**config.mk**
```make
export PLATFORM = sky130hd
export DESIGN_NAME = bcd_8421_conv
export DESIGN_NICKNAME = d
export VERILOG_FILES = /design/src/rtl/bcd_8421_conv.sv
export SDC_FILE = /design/constraint.sdc
export NUM_CORES = 1
export LEC_CHECK = 0
export ABC_AREA = 0
export BUFFER_PORTS_ARGS = -buffer_cell sky130_fd_sc_hd__buf_2
export CAP_MARGIN = 40
export CORE_AREA = 2 2 92 94
export DETAILED_ROUTE_END_ITERATION = 8
export DIE_AREA = 0 0 94 96
export PLACE_DENSITY_LB_ADDON = 0.08
export SYNTH_ARGS = -nofsm -noshare
export SYNTH_HDL_FRONTEND = slang
export SYNTH_SLANG_ARGS = --single-unit
```
**constraint.sdc**
```tcl
create_clock -name sys_clk -period 1.98 [get_ports sys_clk]
set_input_delay 0.198 -clock sys_clk [delete_from_list [all_inputs] [get_ports sys_clk]]
set_output_delay 0.198 -clock sys_clk [all_outputs]
set_load 0.01 [all_outputs]
```
**src/rtl/bcd_8421_conv.sv**
```systemverilog
// ---------------------------------------------------------------------------
// bcd_8421_conv
//
// Purpose:
//    Continuously converts a 20-bit unsigned binary value into six 4-bit
//    8421-BCD digits for the 7-segment / 595 dynamic scan driver. A sequential
//    shift-and-add-3 (double-dabble) engine runs in a fixed 22-cycle frame:
//       cnt == 0      : sample data into the shift register
//       cnt == 1..20  : one add-3 correction plus one left shift per cycle
//       cnt == 21     : publish the six digits on the outputs
//    The outputs hold the last completed result for the whole next frame.
//
// Parameters:
//    DATA_W   binary input width; the digit count is fixed at 6, so this
//             must stay at 20
//
// Ports:
//    sys_clk  in   1   system clock, all logic on the rising edge
//    sys_rst  in   1   synchronous, active-high reset
//    data     in   20  unsigned binary value to convert
//    unit     out  4   BCD digit 10^0
//    ten      out  4   BCD digit 10^1
//    hun      out  4   BCD digit 10^2
//    tho      out  4   BCD digit 10^3
//    t_tho    out  4   BCD digit 10^4
//    h_tho    out  4   BCD digit 10^5
//    ovf      out  1   only with BCD_8421_OVF_EN defined
//
// Build option:
//    BCD_8421_OVF_EN  when defined, inputs above 999_999 raise ovf and the
//                     digits saturate to 999999. When undefined there is no
//                     ovf port and the outputs show data mod 1_000_000.
// ---------------------------------------------------------------------------
module bcd_8421_conv #(
   parameter int DATA_W = 20
) (
   input  logic              sys_clk,
   input  logic              sys_rst,
   input  logic [DATA_W-1:0] data,
   output logic [3:0]        unit,
   output logic [3:0]        ten,
   output logic [3:0]        hun,
   output logic [3:0]        tho,
   output logic [3:0]        t_tho,
   output logic [3:0]        h_tho
`ifdef BCD_8421_OVF_EN
   ,
   output logic              ovf
`endif
);

   localparam int         DIGITS   = 6;
   localparam int         BCD_W    = 4 * DIGITS;
   localparam int         SR_W     = BCD_W + DATA_W;
   localparam logic [4:0] CNT_LOAD = 5'd0;
   localparam logic [4:0] CNT_LAST = 5'd21;

`ifdef BCD_8421_OVF_EN
   localparam logic [DATA_W-1:0] MAX_VAL = DATA_W'(999_999);
`endif

   // Frame phases decoded from the cycle counter
   typedef enum logic [1:0] {
      PH_LOAD,
      PH_SHIFT,
      PH_LATCH
   } phase_t;

   logic [4:0]      cnt;
   logic [SR_W-1:0] sr;
   phase_t          phase;
   logic [BCD_W-1:0] bcd_adj;
   logic [SR_W-1:0] sr_step;
   logic [BCD_W-1:0] result;

`ifdef BCD_8421_OVF_EN
   logic ovf_pend;
`endif

   // Double-dabble correction: a nibble of 5 or more would become 10 or
   // more after the next doubling, so pre-add 3 to make the carry land in
   // the next digit instead.
   function automatic logic [3:0] add3(input logic [3:0] d);
      return (d >= 4'd5) ? (d + 4'd3) : d;
   endfunction

   // Decode the counter into a phase. Any out-of-range count is treated as
   // a shift cycle; the counter itself forces it back to the load phase on
   // the next edge.
   always_comb begin
      phase = PH_SHIFT;
      if (cnt == CNT_LOAD) begin
         phase = PH_LOAD;
      end else if (cnt == CNT_LAST) begin
         phase = PH_LATCH;
      end
   end

   // One combined conversion step: correct every BCD nibble, then shift the
   // whole {bcd, bin} register left by one. The bit leaving the top nibble
   // is the discarded 10^6 digit, which is what gives modulo behaviour.
   always_comb begin
      bcd_adj = '0;
      for (int i = 0; i < DIGITS; i++) begin
         bcd_adj[4*i +: 4] = add3(sr[DATA_W + 4*i +: 4]);
      end
      sr_step = {bcd_adj, sr[DATA_W-1:0]} << 1;
   end

   // Value presented to the output registers at the end of the frame.
   // With the overflow option an oversized sample saturates to all nines.
   always_comb begin
      result = sr[SR_W-1:DATA_W];
`ifdef BCD_8421_OVF_EN
      if (ovf_pend) begin
         result = {DIGITS{4'd9}};
      end
`endif
   end

   // Frame sequencer, conversion register and registered outputs. The
   // counter never stalls, so a reset mid-frame simply restarts the frame
   // from the load phase with cleared outputs.
   always_ff @(posedge sys_clk) begin
      if (sys_rst) begin
         cnt   <= CNT_LOAD;
         sr    <= '0;
         unit  <= '0;
         ten   <= '0;
         hun   <= '0;
         tho   <= '0;
         t_tho <= '0;
         h_tho <= '0;
`ifdef BCD_8421_OVF_EN
         ovf      <= 1'b0;
         ovf_pend <= 1'b0;
`endif
      end else begin
         cnt <= (cnt >= CNT_LAST) ? CNT_LOAD : (cnt + 5'd1);
         case (phase)
            PH_LOAD: begin
               sr <= {{BCD_W{1'b0}}, data};
`ifdef BCD_8421_OVF_EN
               ovf_pend <= (data > MAX_VAL);
`endif
            end
            PH_SHIFT: begin
               sr <= sr_step;
            end
            PH_LATCH: begin
               h_tho <= result[23:20];
               t_tho <= result[19:16];
               tho   <= result[15:12];
               hun   <= result[11:8];
               ten   <= result[7:4];
               unit  <= result[3:0];
`ifdef BCD_8421_OVF_EN
               ovf   <= ovf_pend;
`endif
            end
            default: begin
               sr <= sr;
            end
         endcase
      end
   end

endmodule

```
==> impl_metrics.tcl <==
set metrics [dict create \
    clkTransAtPathRegs_ns 0.07 \
    comb_power_share_pct 7.3 \
    grt_max_degree 24 \
    htree_levels 3 \
    status "complete, no violations" \
    ys_seq_area_share_pct 47.1 \
    remaining_drc_errors 0 \
    die-area_mm2 0.00902 \
    timing.slew.headroom_pct 76.1 \
    diodes 0 \
    cts_hold_buf 0 \
    grt_overflow 0 \
    clkLatencyLatePin_ns 0.34 \
    power.density_mw_per_mm2 849 \
    syn_area_per_cell_um2 9.32 \
    fill_cells 817 \
    syn2layout_area_growth_pct 18.4 \
    dp_hpwl_um 4330 \
    worstSetupEndpointType "flop" \
    dr.pass1.iters 4 \
    start_util_pct 38.6 \
    setup_viol 0 \
    ctsResizeCount 0 \
    portBuffers 45 \
    maxCapViolations 0 \
    synth_area_leader_cell "dfxtp_1" \
    finalCriticalPeriod_ns 1.69 \
    rows 33 \
    p_leak_nw 1.64 \
    synth.yosys.warnings 0 \
    drive_gt1_share_pct 23.4 \
    cts_root_buf "clkbuf_8" \
    dieHeight_um 96 \
    wl_per_cell_um 12.4 \
    nNetsFinal 422 \
    grt_pass1_vias 2246 \
    hold_slack_ns 0.119 \
    cts.path.max_buffers 2 \
    rsz0062_at_grt "false" \
    regToRegStartpoint "cnt[1]$_SDFF_PP0_" \
    vias_per_cell 4.75 \
    cts_buffers 9 \
    ant_nets 0 \
    hold_path.class "in -> reg" \
    arrival_ns 1.96 \
    drv_slew 0 \
    yosys_register_bits 73 \
    skew_ns 0.00647 \
    synth_area_mm2 0.00310 \
    timing.final.hold_violations 0 \
    switching_share_pct 21.7 \
    cp-endpoint "sr[42]$_SDFFE_PP0P_" \
    antenna_found_initial 0 \
    synthesis.nets 370 \
    tns_ns 0 \
    post_cts_buffers 0 \
    pwr-share-clk_pct 43.4 \
    cts_tree "built" \
    fp.dieW_um 94 \
    cp_max_fo 18 \
    power_frac_seq_pct 49.4 \
    ir_drop_v 0.000388 \
    async_flop_share_pct 0 \
    rr_endpoint "sr[42]$_SDFFE_PP0P_" \
    io_pins 46 \
    power_switching_w 0.000677 \
    p_int_w 0.00244 \
    yosysMostFrequentCell "nand2_1" \
    synth.area.top_cells "dfxtp_1, nand2_1, mux2i_1, ha_1, o21ai_0" \
    dr_total_vias 2346 \
    fmax_mhz 591 \
    crit_required_ns 2.24 \
    critPathKind "reg -> reg" \
    gp_congestion 0.751 \
    synth_enable_flop_cells 0 \
    fin_crit_sh_pct 85.5 \
    reg2reg_setup_slack_ns 0.29 \
    fp.coreArea_mm2 0.00805 \
    cts_sinks 73 \
    syn_inst 333 \
    ff2ff_path_depth 6 \
    tightest_slew_ns 0.359 \
    grt_use_total_pct 15.3 \
    synth_top_flop_cell "dfxtp_1" \
    grt_pass1_wl_um 10500 \
    wl_um 6150 \
    drtIter0Drc 46 \
    crit_path_start "cnt[1]$_SDFF_PP0_" \
    ys_types 32 \
    start_kind "flop" \
    synth_top_area_share_pct 47.1 \
    synthTopCellsByCount "nand2_1, dfxtp_1, o21ai_0" \
]
==> state kept, by name (all words and copies together), names as in the netlist <==
register,count
hun,4
unit,4
tho,4
h_tho,4
cnt,5
sr,44
t_tho,4
ten,4
==> kinds of logic after synthesis <==
| logic type | synth area share [%] |
|---|---|
| AOI/OAI and AO/OA | 15.2 |
| and+or+nand+nor | 15.5 |
| buffers and inverters | 5.32 |
| DFF | 47.1 |
| adders and majority gates | 6.05 |
| xor gates and xnor gates | 2.54 |
| muxes | 8.30 |
==> placed cells by master (no fill, tap or decap), drive strengths merged, types with 2 or more instances in the layout <==
master / count
a21oi: 11
a22o: 6
a32oi: 6
buf: 56
bufinv: 3
clkbuf: 9
clkinv: 2
dfxtp: 73
ha: 15
inv: 15
mux2: 6
mux2i: 19
nand2: 74
nand2b: 7
nand3: 2
nor2: 14
nor3b: 5
o21ai: 43
o31ai: 6
xnor2: 7
xor2: 2
==> worst min path at each step <==
stage | from | end | slack [ns] | cells after the start
3_3_place_gp | hun[2]$_SDFFE_PP0N_ | hun[2]$_SDFFE_PP0N_ | 0.43 | 2
5_1_grt | data[0] | sr[0]$_SDFFE_PP0P_ | 0.12 | 3
2_1_floorplan | data[0] | sr[0]$_SDFFE_PP0P_ | 0.35 | 2
6_report | data[0] | sr[0]$_SDFFE_PP0P_ | 0.12 | 3
4_1_cts | data[0] | sr[0]$_SDFFE_PP0P_ | 0.10 | 3
3_5_place_dp | hun[1]$_SDFFE_PP0N_ | hun[1]$_SDFFE_PP0N_ | 0.43 | 2
==> critical path, cell delays in order, from the launching register on <==
cell	delay, ns
dfxtp_1	0.38
inv_1	0.08
ha_1	0.20
and4b_4	0.22
or3_1	0.33
buf_4	0.23
o21ai_0	0.17
==> per-stage QoR <==
stage               cell area (um2)  utilization (%)  setup WS (ns)  power [W]  cells
floorplan                      3100                -          0.297    0.00174    333
global placement               3440             42.8          0.329    0.00180    479
detailed placement             3440             42.8          0.276    0.00180    479
CTS                            3670             45.6          0.264    0.00318    494
global route                   3670             45.6          0.124    0.00327    494
finish                         3670             45.6          0.288    0.00312    494
==> layout make-up <==
cell class              count  area (um2)  area share (%)
clock buffers               9         124            3.37
clock inverters             6         108            2.93
inverters                  15        56.3            1.53
multi-input cells         230        1490            40.4
flip-flops and latches     73        1460            39.8
well taps                 105         131            3.58
repair buffers             56         308            8.38
==> layer usage <==
metal | track usage [%] | vias to the layer above | part of all wire [%]
met5 | 0 | - | 0
met4 | 6.52 | 0 | 1.3
met3 | 4.15 | 7 | 3.2
met2 | 24.7 | 29 | 48
met1 | 19.3 | 1071 | 48
li1 | - | 1239 | -
==> power groups by stage <==
stage	clock network [W]	logic (W)	registers [W]
finish	0.00135	0.000227	0.00154
global route	0.00147	0.000254	0.00155
CTS	0.00141	0.000232	0.00154
detailed placement	0	0.000232	0.00157
global placement	0	0.000227	0.00157
floorplan	0	0.000179	0.00156
No activity file was read; power rests on OpenSTA's default activity.
